$ cat src/rtl/mac_pkg.sv
// Shared constants for the MAC datapath adder leaf.
package mac_pkg;

    localparam int unsigned ADDER_WIDTH_DEFAULT = 1;
    localparam int unsigned ADDER_WIDTH_MAX     = 64;

endpackage : mac_pkg

$ cat src/rtl/full_adder_reg_if.sv
// Operand/result bundle for the registered ripple adder.
interface full_adder_reg_if
    import mac_pkg::*;
#(
    parameter int unsigned WIDTH = ADDER_WIDTH_DEFAULT
);

    logic             in_valid;
    logic [WIDTH-1:0] a;
    logic [WIDTH-1:0] b;
    logic             carry_in;
    logic [WIDTH-1:0] sum;
    logic             carry_out;
    logic             overflow;
    logic             out_valid;

    modport master (
        output in_valid, a, b, carry_in,
        input  sum, carry_out, overflow, out_valid
    );

    modport slave (
        input  in_valid, a, b, carry_in,
        output sum, carry_out, overflow, out_valid
    );

endinterface : full_adder_reg_if

$ cat src/rtl/full_adder_cell.sv
// Purely combinational 1-bit full adder cell.
module full_adder_cell (
    input  logic a,
    input  logic b,
    input  logic cin,
    output logic s,
    output logic cout
);

    assign s    = a ^ b ^ cin;
    assign cout = (a & b) | (a & cin) | (b & cin);

endmodule : full_adder_cell

$ cat src/rtl/full_adder_reg.sv
// Ripple-carry adder of WIDTH full-adder cells with a one-cycle output register and valid flag.
module full_adder_reg
    import mac_pkg::*;
#(
    parameter int unsigned WIDTH = ADDER_WIDTH_DEFAULT
) (
    input  logic              clk,
    input  logic              rst_n,
    full_adder_reg_if.slave   bus
);

    logic [WIDTH:0]   carry;
    logic [WIDTH-1:0] sum_comb;
    logic             overflow_comb;

    logic [WIDTH-1:0] sum_q;
    logic             carry_out_q;
    logic             overflow_q;
    logic             out_valid_q;

    assign carry[0] = bus.carry_in;

    for (genvar i = 0; i < WIDTH; i++) begin : g_cell
        full_adder_cell u_cell (
            .a    (bus.a[i]),
            .b    (bus.b[i]),
            .cin  (carry[i]),
            .s    (sum_comb[i]),
            .cout (carry[i+1])
        );
    end

    // Signed overflow: carry into the MSB disagrees with carry out of it.
    assign overflow_comb = carry[WIDTH] ^ carry[WIDTH-1];

    always_ff @(posedge clk or negedge rst_n) begin
        if (!rst_n) begin
            sum_q       <= '0;
            carry_out_q <= 1'b0;
            overflow_q  <= 1'b0;
            out_valid_q <= 1'b0;
        end else begin
            out_valid_q <= bus.in_valid;
            // Result registers only move on valid input so idle operands cannot disturb them.
            if (bus.in_valid) begin
                sum_q       <= sum_comb;
                carry_out_q <= carry[WIDTH];
                overflow_q  <= overflow_comb;
            end
        end
    end

    assign bus.sum       = sum_q;
    assign bus.carry_out = carry_out_q;
    assign bus.overflow  = overflow_q;
    assign bus.out_valid = out_valid_q;

endmodule : full_adder_reg

$ cat src/flat_wrapper.sv
// flat-port wrapper written by rule: the top's interface ports become plain ports
module full_adder_reg_flat import mac_pkg::*;
#(
    parameter int unsigned WIDTH = ADDER_WIDTH_DEFAULT
)
  (clk, rst_n, bus_in_valid, bus_a, bus_b, bus_carry_in, bus_sum, bus_carry_out, bus_overflow, bus_out_valid);
  full_adder_reg_if #(.WIDTH(WIDTH)) bus_i ();
  input  logic clk;
  input  logic rst_n;
  input wire logic [$bits(bus_i.in_valid)-1:0] bus_in_valid;
  input wire logic [$bits(bus_i.a)-1:0] bus_a;
  input wire logic [$bits(bus_i.b)-1:0] bus_b;
  input wire logic [$bits(bus_i.carry_in)-1:0] bus_carry_in;
  output wire logic [$bits(bus_i.sum)-1:0] bus_sum;
  output wire logic [$bits(bus_i.carry_out)-1:0] bus_carry_out;
  output wire logic [$bits(bus_i.overflow)-1:0] bus_overflow;
  output wire logic [$bits(bus_i.out_valid)-1:0] bus_out_valid;
  assign bus_i.in_valid = bus_in_valid;
  assign bus_i.a = bus_a;
  assign bus_i.b = bus_b;
  assign bus_i.carry_in = bus_carry_in;
  assign bus_sum = bus_i.sum;
  assign bus_carry_out = bus_i.carry_out;
  assign bus_overflow = bus_i.overflow;
  assign bus_out_valid = bus_i.out_valid;
  full_adder_reg #(.WIDTH(WIDTH)) u_core (.clk(clk), .rst_n(rst_n), .bus(bus_i));
endmodule
$ cat config.mk
export PLATFORM = sky130hd
export DESIGN_NAME = full_adder_reg_flat
export DESIGN_NICKNAME = d
export VERILOG_FILES = /design/src/rtl/mac_pkg.sv /design/src/rtl/full_adder_reg_if.sv /design/src/rtl/full_adder_cell.sv /design/src/rtl/full_adder_reg.sv /design/src/flat_wrapper.sv
export SDC_FILE = /design/constraint.sdc
export NUM_CORES = 1
export LEC_CHECK = 0
export BUFFER_PORTS_ARGS = -buffer_cell sky130_fd_sc_hd__buf_2
export CORE_AREA = 2 2 39 41
export CTS_CLUSTER_DIAMETER = 100
export CTS_CLUSTER_SIZE = 30
export DETAILED_ROUTE_END_ITERATION = 8
export DIE_AREA = 0 0 41 43
export GPL_TIMING_DRIVEN = 0
export PLACE_DENSITY = 0.34
export SLEW_MARGIN = 0
export SYNTH_ARGS = -nofsm -noshare
export SYNTH_HDL_FRONTEND = slang
export SYNTH_SLANG_ARGS = --single-unit
$ cat constraint.sdc
create_clock -name clk -period 1.6 [get_ports clk]
set_input_delay 0.08 -clock clk [delete_from_list [all_inputs] [get_ports clk]]
set_output_delay 0.08 -clock clk [all_outputs]
set_load 0.005 [all_outputs]
== Yosys cells after proc, flatten, opt, wreduce, memory -nomap -nowiden ==
Cells that the tools add are included.
Storage, ports and cells
  flip-flop bits (word level): 4
  bits in latches: 0
  memory bits (writable): 0
  memory bits (read-only): 0
  bits of input ports: 6
  logic and storage cells: 12
  memories: 0
Cells by class
  add/subtract/negate cells: 0
  multipliers: 0
  div/mod/pow operators: 0
  $lt $le $gt $ge: 0
  eq/ne operators: 0
  shifts and indexed selects: 0
  multiplexer cells: 0
  bitwise logic cells: 8
  reductions and logical operators: 0
Operators with widths (number)
  $and A1 B1 Y1: 3
  $xor A1 B1 Y1: 3
  $or A1 B1 Y1: 2

== Logic depth before layout (Yosys ltp) ==
  depth after elaboration: 4
  gate-level depth with buffers: 3

== Cells and area by module ==
A second synthesis with hierarchy kept.
Second synthesis, totals
  cells, all modules: 10
  area total of the unflattened synthesis: 160.2 um^2
By module, submodules not included
  full_adder_reg: times used 1, cells an instance 9, area each 140.1 um^2, seq. area each 100.1 um^2
  full_adder_cell: times used 1, cells an instance 1, area each 20.0 um^2, seq. area each 0.0 um^2

== Worst setup path after synthesis ==
OpenSTA, ideal clock, no wires.
  path type: input port to flip-flop
  from: in bus_carry_in
  to: reg u_core.sum_q, in the netlist u_core.bus.sum
  setup time: 125 ps
  data arrival time: 781 ps
  data required time: 1475 ps
  slack: 694 ps
  cell stages on the path: 2
  buffers on the path: 0
  path through: fa_1 -> mux2_2
On the way
  cells in the longest elaborated chain, start to end: 1
RTL lines
  start, declared: line flat_wrapper.sv:13  | input wire logic [$bits(bus_i.carry_in)-1:0] bus_carry_in;
  $xor A1 B1 Y1: line full_adder_cell.sv:10  | assign s = a ^ b ^ cin;
  end signal, assigned: line full_adder_reg.sv:46  | sum_q <= sum_comb;
  end, declared: line full_adder_reg.sv:16  | logic [WIDTH-1:0] sum_q;
Every way passes these cells.
A chain may end at the register's enable or synchronous reset.

== Final worst setup path ==
  from: in bus_carry_in
  to: reg u_core.sum_q, in the netlist u_core.bus.sum
On the way
  cells in the longest elaborated chain, start to end: 1
RTL lines
  $xor A1 B1 Y1: line full_adder_cell.sv:10
  named net u_core.g_cell[0].u_cell.s: line full_adder_cell.sv:6  | output logic s,
The timed path passes the listed nets, and every way through them passes these cells.

==> out/qor.yml <==
yosys:
  yosysSeqAreaShare_pct: 62.5
  yosysWarningCount: 0
  yosys.area.top_type_share_pct: 62.5
  yosys.area.top_type: "dfrtp_1"
  synth_area_sq_um: 160
  postSynthAreaPerCell_sq_um: 16.0
  synth_area_leaders: "dfrtp_1 63%, mux2_2 14%, fa_1 13%, xnor2_1 5.5%, a21oi_1 3.1%"
  ys_ff_latch: 4
  syn_nets: 17
  yosysUniqueCellTypes: 6
  syn_inst: 10
setup_path:
  reg2reg_to: "u_core.bus.carry_out"
  cp.arrival_ps: 930
  critPathMaxFanout: 2
  reg2reg_depth: 1
  r2r-start: "u_core.bus.carry_out"
  cp.required_ps: 1710
  crit_path_end_kind: "flip-flop"
  reg2reg_slack_ps: 860
  crit_start: "bus_carry_in"
  crit_type: "in2reg"
  critPathLaunchType: "input port"
power_and_ir_drop:
  power_frac_clock_pct: 43.3
  intPower_uw: 225
  total_power_uw: 292
  p_sw_uw: 66.7
  power.density_nw_per_um2: 1130
  p_comb_share_pct: 15.5
  vdd_drop_max_uv: 200
  seqPwrFrac_pct: 41.2
  p_leak_uw: 0.000120
  swShare_pct: 22.8
finish:
  utilization_pct: 18.6
  nets: 32
  nFillCells: 155
  area_growth_pct: 60.9
  n_antenna_cell: 0
  fin_area_sq_um: 258
  drive_gt1_share_pct: 60.9
  mostFrequentLayoutCells: "9 x buf_2, 4 x dfrtp_1, 3 x clkbuf_4, 2 x mux2_2"
  layout_commonest_cell: "buf_2"
routing:
  via_per_inst: 3.10
  drc: 0
  drtPass1Iterations: 1
  avgRoutedWirePerCell_microns: 8.38
  drt_iter0_markers: 0
  ant_nets: 0
  vias: 121
  wirelength_microns: 327
die:
  dieArea_sq_um: 1760
  die_w_microns: 41
  die_h_microns: 43
  coreArea_sq_um: 1380
  num_rows: 14
  start_util_pct: 11.6
  ios: 10
clocking:
  post_cts_resized: 0
  htree_levels: 1
  cts_num_sinks: 4
  clk_pin_slew_ps: 40
  cts_hold_buf: 1
  cts_made_buffers: 3
  post_cts_buffers: 0
  clockRootBuffer: "clkbuf_4"
  insertion_delay_ps: 230
  cts_tree: "yes"
  cts_buffer_depth: 2
timing:
  hold_violations: 0
  finalSetupViolCount: 0
  finalCritPeriodShare_pct: 51.2
  fin_tns_setup_ps: 0
  worstMarginPinSlew_ps: 131
  relSlewSlack_pct: 91.2
  grt_setup_unrepaired: "no"
  fmax_mhz: 1220
  finalMaxSlewViolations: 0
  skew_ps: 0
  fin_crit_ps: 820
placed_design:
  postPlaceCellArea_sq_um: 225
  hpwl_microns: 259
  io_buffer_count: 9
  gp_congestion: 0.619
status:
  status: "completed"
run:
  maxCapViolations: 0
global_route:
  antenna_found_initial: 0
  grt-ovfl-total: 0
  grt_max_degree: 6
  grt_pass1_vias: 164
  track_usage_pct: 6.36
  grt_pass1_wl_microns: 627
min_path:
  whs_path_depth: 1
  min_to: "u_core.bus.out_valid"
  hp-start: "bus_in_valid"
  hold_class: "in2reg"
[kinds of logic (layout without fill, tap and decap cells)]
family                   after synthesis  in the layout  share of synthesized area, %
flip-flops                             4              4                          62.5
buffers and inverters                  0             13                             0
multiplexers                           2              2                          14.1
adder cells (fa/ha/maj)                1              1                          12.5
AO/OA/AOI/OAI                          1              1                          3.12
AND/OR/NAND/NOR                        1              1                          2.34
XOR/XNOR                               1              1                          5.47
[sequential cells by signal, indices dropped and copies added (netlist names)]
| signal | flops |
|---|---|
| u_core.bus.overflow | 1 |
| u_core.bus.sum | 1 |
| u_core.bus.out_valid | 1 |
| u_core.bus.carry_out | 1 |
[per-layer routing]
metal	GRT usage (%)	part of all wire, %
met4	8.00	0
met3	6.28	11
met1	5.56	42
met5	0	0
met2	6.88	47
[power by group through the flow]
stage               registers (uW)  clock network (uW)  logic, uW
finish                         120                 126       45.2
global route                   122                 143       52.1
CTS                            121                 133       47.1
detailed placement             122                   0       45.0
global placement               121                   0       44.7
floorplan                      123                   0       16.4
[through the flow]
step | cells | setup WS, ps | hold WS, ps
6_report | 39 | 780 | 16.5
5_1_grt | 39 | 739 | 16.8
4_1_cts | 39 | 776 | 9.58
3_5_place_dp | 35 | 527 | -110
3_3_place_gp | 35 | 538 | -113
2_1_floorplan | 10 | 694 | -216
[worst max path at each step]
stage                     cells past startpoint                   to
after floorplan                               2       u_core.bus.sum
after global placement                        3       u_core.bus.sum
after detailed placement                      3       u_core.bus.sum
after CTS                                     3       u_core.bus.sum
after global routing                          4  u_core.bus.overflow
final                                         3       u_core.bus.sum
[worst max-delay path, cell delays in order]
cell and delay (ps):
buf_2 120, fa_1 460, mux2_2 270
[cell type report]
type | count | area [sq um] | share of cell area (%)
Tap cell | 16 | 20.0 | 7.77
Clock buffer | 3 | 22.5 | 8.74
Sequential cell | 4 | 100 | 38.8
Multi-Input combinational cell | 6 | 60.1 | 23.3
Timing Repair Buffer | 10 | 55.1 | 21.4
[Yosys cell counts]
master,instances
dfrtp_1,4
a21oi_1,1
fa_1,1
xnor2_1,1
mux2_2,2
nor2_1,1
(Power assumes the default switching activity.)
